File: config.mk
export PLATFORM = sky130hd
export DESIGN_NAME = neuron_mac
export DESIGN_NICKNAME = d
export VERILOG_FILES = /design/src/rtl/neuron_mac.sv
export SDC_FILE = /design/constraint.sdc
export NUM_CORES = 1
export LEC_CHECK = 0
export CAP_MARGIN = 20
export CORE_UTILIZATION = 45
export CTS_CLUSTER_SIZE = 14
export DETAILED_ROUTE_END_ITERATION = 8
export PLACE_DENSITY_LB_ADDON = 0.3
export SLEW_MARGIN = 5
export SYNTH_ARGS = -nofsm -noshare
export SYNTH_HDL_FRONTEND = slang
export SYNTH_SLANG_ARGS = --single-unit
File: constraint.sdc
create_clock -name clk -period 4.1 [get_ports clk]
set_input_delay 1.025 -clock clk [delete_from_list [all_inputs] [get_ports clk]]
set_output_delay 1.025 -clock clk [all_outputs]
set_load 0.02 [all_outputs]
File: src/rtl/neuron_mac.sv
// neuron_mac: serial multiply-accumulate neuron core feeding the ReLU stage.
// Accepts N_INPUTS signed x/w pairs and adds a signed bias. The result is
// reduced to 17 bits and presented as an 18-bit value under valid/ready.
// Optional feature macro: NEURON_MAC_SAT_EN. When defined, out-of-range
// sums are clipped and flagged on out_sat. When undefined, sums wrap
// modulo 2^17 and out_sat is always 0.
//
// Handshake: a pair transfers on a rising edge where in_valid && in_ready.
// A result transfers on a rising edge where out_valid && out_ready.
// Both in_ready and out_valid decode the registered state only.
module neuron_mac #(
    parameter int N_INPUTS = 4
) (
    input  logic        clk,
    input  logic        rst,
    input  logic [7:0]  x,
    input  logic [7:0]  w,
    input  logic        in_valid,
    output logic        in_ready,
    input  logic [16:0] bias,
    input  logic        flush,
    output logic [17:0] out,
    output logic        out_valid,
    input  logic        out_ready,
    output logic        out_sat
);

    localparam int CW = (N_INPUTS > 1) ? $clog2(N_INPUTS) : 1;
    localparam int AW = 18 + $clog2(N_INPUTS);

    typedef enum logic [1:0] {
        S_ACC  = 2'd0,
        S_DONE = 2'd1,
        S_HOLD = 2'd2
    } state_t;

    state_t               state;
    logic signed [AW-1:0] acc;
    logic [CW-1:0]        cnt;
    logic signed [15:0]   prod;
    logic signed [AW-1:0] prod_ext;
    logic [17:0]          sum_out;
    logic                 sum_sat;

    // Full signed 8x8 product always fits in 16 bits.
    assign prod     = $signed(x) * $signed(w);
    assign prod_ext = {{(AW-16){prod[15]}}, prod};

    assign in_ready  = (state == S_ACC);
    assign out_valid = (state == S_HOLD);

`ifdef NEURON_MAC_SAT_EN
    localparam logic signed [AW:0] SAT_HI = (AW+1)'(65535);
    localparam logic signed [AW:0] SAT_LO = (AW+1)'(-65536);

    logic signed [AW:0] sum;
    assign sum = {acc[AW-1], acc} + {{(AW-16){bias[16]}}, bias};

    // Clip the full-width sum to the 17-bit signed range and flag it.
    always_comb begin
        sum_out = sum[17:0];
        sum_sat = 1'b0;
        if (sum > SAT_HI) begin
            sum_out = 18'h0FFFF;
            sum_sat = 1'b1;
        end else if (sum < SAT_LO) begin
            sum_out = 18'h30000;
            sum_sat = 1'b1;
        end
    end
`else
    logic [16:0] sum_w;
    assign sum_w = acc[16:0] + bias;

    // Wrap modulo 2^17: only the low 17 bits of acc can reach the result.
    always_comb begin
        sum_out = {sum_w[16], sum_w};
        sum_sat = 1'b0;
    end
`endif

    // Control FSM plus accumulator, counter and result registers.
    always_ff @(posedge clk or posedge rst) begin
        if (rst) begin
            state   <= S_ACC;
            acc     <= '0;
            cnt     <= '0;
            out     <= '0;
            out_sat <= 1'b0;
        end else if (flush) begin
            // Abort the vector; the previously held result value stays on out.
            state <= S_ACC;
            acc   <= '0;
            cnt   <= '0;
        end else begin
            case (state)
                S_ACC: begin
                    if (in_valid) begin
                        acc <= acc + prod_ext;
                        if (cnt == CW'(N_INPUTS - 1)) begin
                            state <= S_DONE;
                        end else begin
                            cnt <= cnt + CW'(1);
                        end
                    end
                end
                S_DONE: begin
                    out     <= sum_out;
                    out_sat <= sum_sat;
                    state   <= S_HOLD;
                end
                S_HOLD: begin
                    if (out_ready) begin
                        acc   <= '0;
                        cnt   <= '0;
                        state <= S_ACC;
                    end
                end
                default: state <= S_ACC;
            endcase
        end
    end

endmodule
==> metrics.csv, run 1 <==
stage;metric;value;unit
drt;DRT iter0 DRCs;134;
clock_network;clk slew on worst S/H paths;0.05;ns
critical_path;Worst EP required;4.24;ns
sta;Max Transition Viols Final;0;
power;P_sw;0.00252;W
drt;vias per inst;5.17;
sta;final hold vios;0;
power;Power Dens Cells;836;nW/um^2
die;die area;12200;sq um
critical_path;Critical Path Start;x[3];
die;die width;110;um
die;area of the core;11400;sq um
placed_design;DPL Wire Length;9.96;mm
power;switch share;0.429;
clock_network;post-cts hold buffer count;0;
grt;global-route wire length before repair;19.9;mm
critical_path;Crit Path Category;in2reg;
sta;Setup Total Neg Slack;-8.05;ns
drt;WL final;12.0;mm
run_status;failing checks;setup timing;
logic_synthesis;Syn Inst Count;546;
die;Initial Util;0.462;
placed_design;placer's final routability congestion estimate;0.845;
clock_network;Clock Tree Root;clkbuf_16;
clock_network;clock latency on the worst-skew pair;0.27;ns
logic_synthesis;Synth top area share;0.292;
hold_path;Hold Path Class;reg2reg;
critical_path;startpoint class of the critical path;input pin;
sta;minimum clock period;5.04;ns
critical_path;worst path cell trace;buf_8 > buf_6 > and2_4 > fa_2 > fa_1 > inv_2 > fa_1 > inv_2 > fa_2 > fa_1 > ha_4 > o21a_1 > o31a_1 > o41ai_4 > buf_4 > o21ai_4 > xnor2_2 > o21ai_1;
power;Leakage;3.42;nW
sta;RSZ-0062 raised after global routing;true;
grt;largest net degree at the start of global routing;23;
final_layout;layout cells sized above 1;0.244;
critical_path;Crit. End Element;flip-flop;
logic_synthesis;Yosys warning count;0;
final_layout;Fillers;981;
clock_network;clk sink count;38;
logic_synthesis;top post-synthesis cells by area;fa_1 (29%), dfrtp_1 (18%), ha_1 (13%);
logic_synthesis;Cell Area, Synth;5280;sq um
placed_design;Cell Area, Placed;6550;sq um
drt;wire per inst;14.6;um
sta;fin crit share;1.23;
critical_path;CP arrival;5.18;ns
logic_synthesis;register area share after synthesis;0.180;
critical_path;buffers and inverters on the worst path;5;
power;Pint;0.00335;W
die;Die Y-Extent;110;um
drt;Vias;4229;
drt;DR DRC count;0;
grt;vias in the first global route;4414;
critical_path;FF-to-FF Start;acc[6];
power;Reg power frac;0.086;
logic_synthesis;Synth async-reset ratio;1.00;
final_layout;fin cells;818;
sta;highest clock rate;198;MHz
sta;Setup violations, final;12;
grt;GRT overflow;0;
power;peak supply drop;0.680;mV
logic_synthesis;synthesized flop and latch total;38;
placed_design;dpl ws;-1.83;ns
logic_synthesis;Yosys cell types;53;
grt;initial antenna violation count;0;
sta;Worst Tran Pin Value;0.658;ns
run_status;status;finished with violations;
final_layout;fin nets;847;
critical_path;delay-heaviest family, CP;adder cells;
run;max-cap violations;0;
logic_synthesis;Synth area leader;fa_1;
clock_network;Max clock buf depth;2;
sta;worst relative slew slack;0.561;
final_layout;most frequent cells in the layout;inv_1 (81), buf_4 (70), fa_1 (69), nand2_1 (51), clkdlybuf4s50_1 (41);
critical_path;Max stage delay on crit path;0.56;ns
critical_path;slowest library cell on the worst path;fa_1;
final_layout;Design Area, Final;7030;sq um
clock_network;CTS Buf Count;5;
critical_path;critical path fanouts, max;4;
grt;total track usage;0.210;
final_layout;commonest non-fill, non-tap cell in the layout;inv_1;
die;row cnt;39;
clock_network;# H-tree levels;2;
placed_design;port bufs;57;
power;Comb pwr share;0.852;
final_layout;ANT cells;0;
die;num ports;59;
hold_path;Hold Startpoint;out[1];
logic_synthesis;Post-synth EDFFs;0;
power;share of total power in the clock network;0.062;
critical_path;Most Frequent Cell on Critical Path;fa_1;
logic_synthesis;Post-Syn Nets;717;
final_layout;area grow syn2layout;33.2;%
drt;iteration count of the initial detailed-routing pass;4;
drt;DRT antenna net count;0;
clock_network;TritonCTS clock tree;done;
sta;Worst Clk Skew;0.00329;ns
sta;final setup margin;-0.944;ns
logic_synthesis;syn avg cell area;9.66;sq um
logic_synthesis;Synth Flop Type;dfrtp_1;
sta;Hold Slack;0.479;ns
placed_design;Placed Cells;803;
metrics by stage:
stage,utilization,total power [W]
floorplan,-,0.00333
global placement,0.574,0.00460
detailed placement,0.574,0.00475
CTS,0.604,0.00562
global route,0.615,0.00643
finish,0.615,0.00588
cells by family after synthesis:
| family | Yosys count | synth area share |
|---|---|---|
| muxes | 2 | 0.00380 |
| DFF | 38 | 0.180 |
| adders and majority gates | 133 | 0.425 |
| and+or+nand+nor | 144 | 0.134 |
| other | 1 | 0.000711 |
| AOI/OAI and AO/OA | 99 | 0.134 |
| buffers and inverters | 99 | 0.0721 |
| xor gates and xnor gates | 30 | 0.0498 |
power by group through the flow:
stage,sequential (W),combinational [W],clock [W]
global placement,0.000510,0.00409,0
CTS,0.000505,0.00474,0.000374
global route,0.000513,0.00553,0.000387
detailed placement,0.000510,0.00424,0
finish,0.000503,0.00501,0.000367
floorplan,0.000518,0.00281,0
per-layer routing:
layer | vias up | global-route usage | share of wire
li1 | 2030 | - | -
met1 | 2109 | 0.268 | 0.42
met2 | 68 | 0.378 | 0.53
met3 | 22 | 0.0259 | 0.027
met4 | 0 | 0.0479 | 0.021
met5 | - | 0 | 0
final cells by class:
cell class | count | area (sq um) | share of cell area
multi-input cells | 409 | 4270 | 0.607
flip-flops and latches | 38 | 951 | 0.135
repair buffers | 133 | 1150 | 0.164
well taps | 143 | 179 | 0.0255
inverters | 89 | 339 | 0.0483
clock buffers | 6 | 139 | 0.0198
what timing repair did:
action	in CTS	in global routing
gates resized for setup	111	21
setup endpoints to repair	13	12
setup buffers	6	5
pin swaps	48	40
sequential cells by signal, indices dropped and copies added, names as in the netlist:
name and flops:
state 2, cnt 2, acc 17, out 17
worst register-to-register path: stages, from the launching register on:
cell	delay, ns
dfrtp_1	0.34
inv_1	0.08
fa_1	0.53
inv_1	0.05
fa_1	0.49
inv_2	0.04
fa_1	0.52
inv_2	0.05
fa_2	0.34
fa_1	0.56
ha_4	0.21
o21a_1	0.16
o31a_1	0.13
o41ai_4	0.37
buf_4	0.20
o21ai_4	0.07
xnor2_2	0.14
o21ai_1	0.08
cell usage after synthesis, drive strengths merged, types with 9 or more instances:
cell type  instances
ha                56
a21oi             13
nor2              21
xor2              10
a22o               9
nand2             56
xnor2             20
o21ai             30
a21o               9
dfrtp             38
and2              36
fa                77
inv               88
worst paths after layout:
path	to	slack (ns)	depth (start not counted)
max in group asynchronous	acc[0]	2.20	3
worst max register to register	acc[14]	-0.39	17
min in group asynchronous	state[1]	1.15	2
worst max-delay path	acc[14]	-0.94	18
worst min register to register	out[1]	0.48	2
worst min-delay path	out[1]	0.48	2
No activity file was read; power rests on OpenSTA's default activity.
==> inputs of run 2 (changes only) <==
--- a/config.mk
+++ b/config.mk
@@ -7,6 +7,7 @@
 export LEC_CHECK = 0
 export CAP_MARGIN = 20
 export CORE_UTILIZATION = 45
+export CTS_CLUSTER_DIAMETER = 100
 export CTS_CLUSTER_SIZE = 14
 export DETAILED_ROUTE_END_ITERATION = 8
 export PLACE_DENSITY_LB_ADDON = 0.3
==> results of run 2 <==
Same layout as run 1: the final DEF is identical, and so are final timing and power.
